File: src/rtl/arch_defs.sv
// Shared architectural definitions for the IF/ID boundary.
package arch_defs;

    localparam int XLEN   = 32;
    localparam int PAIR_W = 2 * XLEN;

    localparam logic [XLEN-1:0] NOP_INSTR = 32'h0000_0000;

    // One captured fetch: PC in the upper half, instruction in the lower half.
    typedef struct packed {
        logic [XLEN-1:0] pc;
        logic [XLEN-1:0] instr;
    } fetch_pair_t;

endpackage

File: src/rtl/fetch_queue_regfile.sv
// Storage array for the fetch queue: synchronous write, asynchronous read.
// Entries are not reset; the owner tracks which slots hold valid data.
module fetch_queue_regfile #(
    parameter int DEPTH = 4,
    parameter int AW    = 2,
    parameter int W     = 64
) (
    input  logic          clk,
    input  logic          we,
    input  logic [AW-1:0] waddr,
    input  logic [W-1:0]  wdata,
    input  logic [AW-1:0] raddr,
    output logic [W-1:0]  rdata
);

    logic [W-1:0] mem [DEPTH];

    // Capture the write data into the addressed slot.
    always_ff @(posedge clk) begin
        if (we) begin
            mem[waddr] <= wdata;
        end
    end

    assign rdata = mem[raddr];

endmodule

File: src/rtl/if_id_fetch_queue.sv
// IF/ID decoupling queue: accepts {PC, instruction} pairs from fetch,
// presents them in order to decode, back-pressures fetch via freeze and
// discards all held entries on a taken branch.
module if_id_fetch_queue #(
    parameter int DEPTH = 4,
    parameter int AW    = 2,
    parameter int XLEN  = arch_defs::XLEN
) (
    input  logic            clk,
    input  logic            rst,
    input  logic [XLEN-1:0] if_pc,
    input  logic [XLEN-1:0] if_instruction,
    input  logic            branch_taken,
    output logic            freeze,
    input  logic            id_stall,
    output logic            id_valid,
    output logic [XLEN-1:0] id_pc,
    output logic [XLEN-1:0] id_instruction,
    output logic [AW:0]     occupancy
);

    localparam logic [AW:0] FULL_COUNT = (AW+1)'(DEPTH);
    localparam logic [AW:0] ONE        = (AW+1)'(1);

    logic [AW-1:0]     rd_ptr;
    logic [AW-1:0]     wr_ptr;
    logic [AW:0]       count;
    logic              push;
    logic              pop;
    logic [2*XLEN-1:0] wdata;
    logic [2*XLEN-1:0] rdata;

    // Handshake decode: flush overrides everything, full blocks the push.
    always_comb begin
        freeze   = (count == FULL_COUNT) & ~branch_taken;
        id_valid = (count != '0);
        push     = ~freeze & ~branch_taken;
        pop      = id_valid & ~id_stall & ~branch_taken;
    end

    assign wdata = {if_pc, if_instruction};

    fetch_queue_regfile #(
        .DEPTH (DEPTH),
        .AW    (AW),
        .W     (2*XLEN)
    ) u_regfile (
        .clk   (clk),
        .we    (push),
        .waddr (wr_ptr),
        .wdata (wdata),
        .raddr (rd_ptr),
        .rdata (rdata)
    );

    // Pointer and count update; a flush rewinds both pointers to slot 0.
    always_ff @(posedge clk or posedge rst) begin
        if (rst) begin
            rd_ptr <= '0;
            wr_ptr <= '0;
            count  <= '0;
        end else if (branch_taken) begin
            rd_ptr <= '0;
            wr_ptr <= '0;
            count  <= '0;
        end else begin
            if (push) begin
                wr_ptr <= wr_ptr + 1'b1;
            end
            if (pop) begin
                rd_ptr <= rd_ptr + 1'b1;
            end
            case ({push, pop})
                2'b10:   count <= count + ONE;
                2'b01:   count <= count - ONE;
                default: count <= count;
            endcase
        end
    end

    // Head presentation: NOP with zero PC whenever the queue is empty.
    always_comb begin
        id_pc          = '0;
        id_instruction = XLEN'(arch_defs::NOP_INSTR);
        if (id_valid) begin
            id_pc          = rdata[2*XLEN-1:XLEN];
            id_instruction = rdata[XLEN-1:0];
        end
    end

    assign occupancy = count;

endmodule

File: config.mk
export PLATFORM = sky130hd
export DESIGN_NAME = if_id_fetch_queue
export DESIGN_NICKNAME = d
export VERILOG_FILES = /design/src/rtl/arch_defs.sv /design/src/rtl/fetch_queue_regfile.sv /design/src/rtl/if_id_fetch_queue.sv
export SDC_FILE = /design/constraint.sdc
export NUM_CORES = 1
export LEC_CHECK = 0
export CAP_MARGIN = 20
export CORE_MARGIN = 10
export CORE_UTILIZATION = 45
export CTS_BUF_LIST = sky130_fd_sc_hd__clkbuf_4
export CTS_CLUSTER_DIAMETER = 100
export CTS_CLUSTER_SIZE = 16
export DETAILED_ROUTE_END_ITERATION = 12
export PLACE_DENSITY = 0.64
export SETUP_SLACK_MARGIN = 0.2
export SLEW_MARGIN = 30
export SYNTH_ARGS = -nofsm -noshare
export SYNTH_HDL_FRONTEND = slang
export SYNTH_SLANG_ARGS = --single-unit
export TNS_END_PERCENT = 1
File: constraint.sdc
create_clock -name clk -period 5.9 [get_ports clk]
set_input_delay 0.59 -clock clk [delete_from_list [all_inputs] [get_ports clk]]
set_output_delay 0.59 -clock clk [all_outputs]
set_load 0.02 [all_outputs]
==> out/qor.yml, run 1 <==
status: "completed"
antenna_found_initial: 1
htree_levels: 1
synth_top_family_by_area: "multiplexers"
grt_max_degree: 66
hold_violations: 0
hp-class: "in -> async"
portBuffers: 136
p_comb_share_pct: 19.9
drive_above_1_share_pct: 18.9
fin_area_um2: 12100
drt-total-wl_mm: 20.2
gp_congestion: 0.709
synth-xor-area-share_pct: 0.0863
hpwl_mm: 12.3
cts-root-buf: "clkbuf_4"
dieArea_um2: 29000
seq_power_share_pct: 58.9
tightest_slew_ns: 0.814
track_usage_pct: 14.0
holdBufCountCts: 0
synthCells: 460
core_area_um2: 22000
maxCapViolCount: 0
critPathBufInv: 2
io_pins: 137
cts_resized: 0
finish.utilization_pct: 55.1
placed_area_um2: 11900
ys_warn_count: 0
first_pass_iters: 5
start_util_pct: 46.1
nNetsFinal: 673
p_int_mw: 2.82
worstSkewPairLatency_ns: 0.64
crit_type: "reg -> out"
synthAdderAreaFrac_pct: 0.690
critPathCaptureType: "output port"
synthSimpleGateAreaFrac_pct: 5.31
die_y_um: 170
post-place-ws_ns: 2.31
tns_ns: 0
syn-num-nets: 533
cts_sinks: 263
drtAntennaViolNets: 0
total_power_mw: 3.79
setup_viol: 0
synth.cell_area_um2: 10100
cts_setup_buffers: 0
area_growth_pct: 19.7
drt_iter0_markers: 359
crit_family: "buffers and inverters"
layout.cells.non_filler: 894
ys_seq_area_share_pct: 77.5
diodes: 0
cp_cell_sequence: "buf_4 > mux4_2 > and2_1 > clkdlybuf4s50_1"
finalCriticalPeriod_ns: 4.21
worstPathArrival_ns: 3.62
finalCritPeriodShare_pct: 71.4
ys.flop_type: "edfxtp_1"
ir_drop_uv: 194
viasPerCell: 5.42
relSlewSlack_pct: 45.7
reg2reg_depth: 4
gr-total-overflow: 0
maxSlewViolCount: 0
cts_tree: "built"
wl_per_cell_um: 22.6
max-clock-path-buffers: 3
drc: 0
clk_transition_reported_paths_ns: 0.16
synth-edff-count: 256
timing.rr.start: "occupancy[1]"
place_inst: 858
grt_pass1_vias: 5321
synthMuxAreaShare_pct: 14.2
crit_fanout: 41
start_kind: "flop"
num_vias: 4848
ff2ff_setup_slack_ns: 3.68
switching_share_pct: 25.5
p_clk_share_pct: 21.3
worstReg2RegEnd: "u_regfile.mem[0][63]"
crit_slowest_cell: "dfrtp_4"
rows: 54
n_fill_cell: 1708
p_switching_mw: 0.966
rsz0062_at_grt: "no"
grt_pass1_wl_mm: 31.3
syn_area_per_cell_um2: 22.1
setup_slack_ns: 1.69
fmax_mhz: 237
async_flop_share_pct: 2.66
die_x_um: 170
p_leak_nw: 3.82
hold_slack_ns: 0.200
cts_buffers: 20
ys_types: 28
ys_ff_latch: 263
max_stage_delay_ns: 1.01
required_ns: 5.31
clock_skew_ns: 0.0367
power.density_nw_per_um2: 312
synth-compound-area-share_pct: 0.604
## how the worst max path moves through the flow
stage                 start             endpoint  slack, ns  cells after the start
3_5_place_dp      rd_ptr[0]            id_pc[21]       2.31                      4
4_1_cts           rd_ptr[0]    id_instruction[4]       1.53                      4
6_report          rd_ptr[0]    id_instruction[5]       1.69                      4
2_1_floorplan  branch_taken  u_regfile.mem[0][0]       2.94                      3
3_3_place_gp      rd_ptr[0]            id_pc[28]       2.29                      4
5_1_grt           rd_ptr[0]            id_pc[28]       1.34                      4
## state kept, by name, indices dropped and copies added, names as in the netlist
signal / cells
occupancy: 3
wr_ptr: 2
u_regfile.mem: 256
rd_ptr: 2
## cell type report
type                       instances  area [µm²]  area share, %
multi-input combinational        168        2130           17.5
inverter                           5        21.3          0.175
tap                              280         350           2.88
clock inverter                     1        11.3         0.0927
sequential                       263        7870           64.8
clock buffer                      35         263           2.16
timing repair buffer             142        1500           12.3
## kinds of logic after synthesis
kind of cell | Yosys count
adder cells (fa/ha/maj) | 5
flip-flops | 263
AND/OR/NAND/NOR | 87
buffers and inverters | 29
XOR/XNOR | 1
multiplexers | 64
AO/OA/AOI/OAI | 11
## placed cells by master (no fill, tap or decap)
master	count
mux4_2	64
buf_12	1
buf_16	4
or2_2	1
nand3b_1	1
fa_1	1
nand3_1	1
a22o_1	1
or3b_2	1
and2_1	64
buf_4	1
nand2b_1	2
nor2b_1	1
o21ai_0	2
clkdlybuf4s50_1	136
nor3b_1	1
clkbuf_4	35
inv_1	4
nor2_1	3
ha_1	4
nor3_2	1
and2_4	4
nor3_1	4
inv_8	1
o21a_1	1
xnor2_1	1
a21oi_1	7
or3_1	3
dfrtp_1	5
inv_4	1
edfxtp_1	256
dfrtp_4	2
## per-layer routing
layer | GRT usage [%] | vias up | wire (µm)
li1 | - | 2134 | -
met1 | 18.5 | 2529 | 8710
met2 | 22.4 | 159 | 9480
met3 | 4.56 | 24 | 1730
met4 | 2.67 | 2 | 258
met5 | 0 | - | 13
## synth_stat cells (2+ instances only)
master    number  area share (%)
edfxtp_1     256              76
and2_1        68             4.2
nor3_1         4            0.20
clkbuf_1      14            0.52
nand2b_1       2            0.12
buf_6          2            0.22
inv_1          5            0.18
dfrtp_1        7             1.7
ha_1           4            0.49
mux4_2        64              14
buf_8          3            0.44
nor2_1         3            0.11
a21oi_1        7            0.35
buf_2          4            0.20
o21ai_0        2           0.099
or3_1          3            0.18
## power by group through the flow
stage / registers [mW] / clock network [mW] / logic [mW]
floorplan: 2.25 / 0 / 0.435
global placement: 2.28 / 0 / 0.743
detailed placement: 2.28 / 0 / 0.767
CTS: 2.23 / 0.842 / 0.771
global route: 2.25 / 0.914 / 0.810
finish: 2.23 / 0.805 / 0.752
(Power assumes the default switching activity.)
==> inputs of run 2 (changes only) <==
==> constraint.sdc (replaced) <==
create_clock -name clk -period 3.9 [get_ports clk]
set_input_delay 0.39 -clock clk [delete_from_list [all_inputs] [get_ports clk]]
set_output_delay 0.39 -clock clk [all_outputs]
set_load 0.02 [all_outputs]
==> run 2 against run 1 <==
  * Clock power rose by 50%
  * Worst hold slack better by 0.16 ns
  * Count of clock-buffer cells in the layout unchanged
  * First-iteration DRC count down 35%
  * Die area is the same
  * Global-route usage is 0.24 points lower
  * Clock skew is 0.012 ns lower
  * Sequential cell count is the same
  * Sequential share of layout area shrank 0.16 points
  * Via count fell by 1.1%
  * Largest cell class unchanged
  * Largest power group unchanged
==> out/qor.yml, run 2 (synthesized netlist as in run 1, its figures left out) <==
ir_drop_uv: 260  # +34%
first_pass_iters: 4  # -1
final_common_cell: "edfxtp_1"
drtAntennaViolNets: 0  # unchanged
crit_fanout: 23  # -44%
dieArea_um2: 29000  # unchanged
drc: 0  # unchanged
p_clk_share_pct: 21.1  # -0.2 points
tns_ns: 0  # unchanged
gr-total-overflow: 0  # unchanged
p_int_mw: 4.28  # +52%
reg2reg_depth: 4  # unchanged
worstReg2RegEnd: "u_regfile.mem[2][22]"
start_util_pct: 46.1  # unchanged
cts_sinks: 263  # unchanged
die_x_um: 170  # unchanged
critPathBufInv: 2  # unchanged
top_register: "u_regfile.mem"
hp-class: "in -> reg"
finalCriticalPeriod_ns: 3.40
finalCritPeriodShare_pct: 87.1
ff2ff_setup_slack_ns: 1.53  # -2.15 ns
crit_type: "reg -> out"
fin_area_um2: 12200  # +0.25%
crit_family: "buffers and inverters"
portBuffers: 136  # unchanged
maxCapViolCount: 0  # unchanged
worstSkewPairLatency_ns: 0.64  # about the same
switching_share_pct: 25.4  # -0.13 points
timing.rr.start: "occupancy[1]"
die_y_um: 170  # unchanged
critPathCaptureType: "output port"
max-clock-path-buffers: 3  # unchanged
grt_pass1_vias: 5292  # -0.55%
seq_power_share_pct: 58.7  # -0.2 points
crit_slowest_cell: "dfrtp_4"
relSlewSlack_pct: 53.0  # +7.2 points
layout_common_cells: "edfxtp_1, clkdlybuf4s50_1, mux4_2, and2_1, clkbuf_4"
grt_pass1_wl_mm: 30.9  # -1.1%
antenna_found_initial: 2  # +1
maxSlewViolCount: 0  # unchanged
io_pins: 137  # unchanged
worstHoldStart: "if_pc[24]"
wl_per_cell_um: 22.3  # -1.1%
drive_above_1_share_pct: 19.5  # +0.62 points
rsz0062_at_grt: "no"
hpwl_mm: 12.1  # -1.2%
max_stage_delay_ns: 0.81  # -0.20 ns
start_kind: "flop"
placed_area_um2: 11800  # -0.19%
clk_transition_reported_paths_ns: 0.16  # about the same
grt_max_degree: 67  # +1.5%
fmax_mhz: 294
viasPerCell: 5.32  # -1.9%
clock_skew_ns: 0.0250  # -0.0116 ns
holdPathStages: 1
setup_viol: 0  # unchanged
cp_cell_sequence: "buf_4 > mux4_2 > and2_1 > clkdlybuf4s50_1"
required_ns: 3.51  # -1.80 ns
power.density_nw_per_um2: 471  # +51%
hold_violations: 0  # unchanged
whs_endpoint: "u_regfile.mem[1][56]"
cts-root-buf: "clkbuf_4"
largest_register_ffs: 256  # unchanged
p_leak_nw: 3.84  # +0.51%
drt_iter0_markers: 232  # -35%
p_switching_mw: 1.46  # +51%
nNetsFinal: 679  # +0.89%
tightest_slew_ns: 0.705  # -0.109 ns
rows: 54  # unchanged
worstPathArrival_ns: 3.01  # -0.61 ns
n_fill_cell: 1699  # -0.53%
cts_tree: "built"
core_area_um2: 22000  # unchanged
area_growth_pct: 20.0
gp_congestion: 0.710  # +0.11%
p_comb_share_pct: 20.2  # +0.3 points
status: "completed"
drt-total-wl_mm: 20.1  # -0.35%
finish.utilization_pct: 55.3  # +0.14 points
num_vias: 4795  # -1.1%
cts_buffers: 20  # unchanged
htree_levels: 1  # unchanged
track_usage_pct: 13.8  # -0.24 points
## run 2: final cells by class
| cell class | count | area, µm² | area share [%] |
|---|---|---|---|
| flip-flops and latches | 263 | 7870 | 64.6 |
| multi-input cells | 168 | 2130 | 17.5 |
| repair buffers | 148 | 1530 | 12.6 |
| well taps | 280 | 350 | 2.88 |
| clock buffers | 35 | 263 | 2.16 |
| inverters | 5 | 18.8 | 0.154 |
| clock inverters | 1 | 11.3 | 0.0925 |
| diodes | 1 | 2.50 | 0.0206 |
## run 2: worst max-delay path by stage
stage / from / slack, ns / to / depth (start not counted)
2_1_floorplan: occupancy[1] / 0.99 / u_regfile.mem[0][0] / 3
3_3_place_gp: rd_ptr[0] / 0.83 / id_pc[10] / 4
3_5_place_dp: rd_ptr[0] / 0.82 / id_instruction[25] / 4
4_1_cts: rd_ptr[0] / 0.37 / id_instruction[25] / 4
5_1_grt: occupancy[0] / 0.26 / id_instruction[4] / 5
6_report: rd_ptr[0] / 0.50 / id_instruction[25] / 4
## run 2: repair_timing
item / in CTS / in global routing
hold buffers: 1 / 0
buffers inserted: 1 / 0
gates resized for setup: 0 / 0
hold endpoints to repair: 7 / 0
setup endpoints to repair: 26 / 0
## run 2: through the flow
stage	hold slack, ns	power (mW)	cells	setup slack [ns]
2_1_floorplan	0.193	4.06	460	0.991
3_3_place_gp	0.542	4.59	861	0.833
3_5_place_dp	0.564	4.61	861	0.818
4_1_cts	0.311	5.83	899	0.369
5_1_grt	0.299	6.01	901	0.259
6_report	0.362	5.74	901	0.503
## run 2: power by group through the flow
stage	registers [mW]	logic [mW]	clock network [mW]
6_report	3.37	1.16	1.21
3_3_place_gp	3.45	1.14	0
5_1_grt	3.39	1.25	1.37
4_1_cts	3.38	1.18	1.27
2_1_floorplan	3.40	0.658	0
3_5_place_dp	3.46	1.15	0
## run 2: per-layer routing
layer,up-vias,global-route usage (%),routed length (µm)
met1,2463,18.5,8740
met3,24,4.40,1810
met5,-,0,27
met4,4,2.44,204
met2,160,21.9,9340
li1,2144,-,-
==> inputs of run 3 (changes only) <==
--- a/config.mk
+++ b/config.mk
@@ -18,4 +18,4 @@
 export SYNTH_ARGS = -nofsm -noshare
 export SYNTH_HDL_FRONTEND = slang
 export SYNTH_SLANG_ARGS = --single-unit
-export TNS_END_PERCENT = 1
+export TNS_END_PERCENT = 100
==> results of run 3 <==
The final DEF is identical to that of run 2; final timing and power are the same.
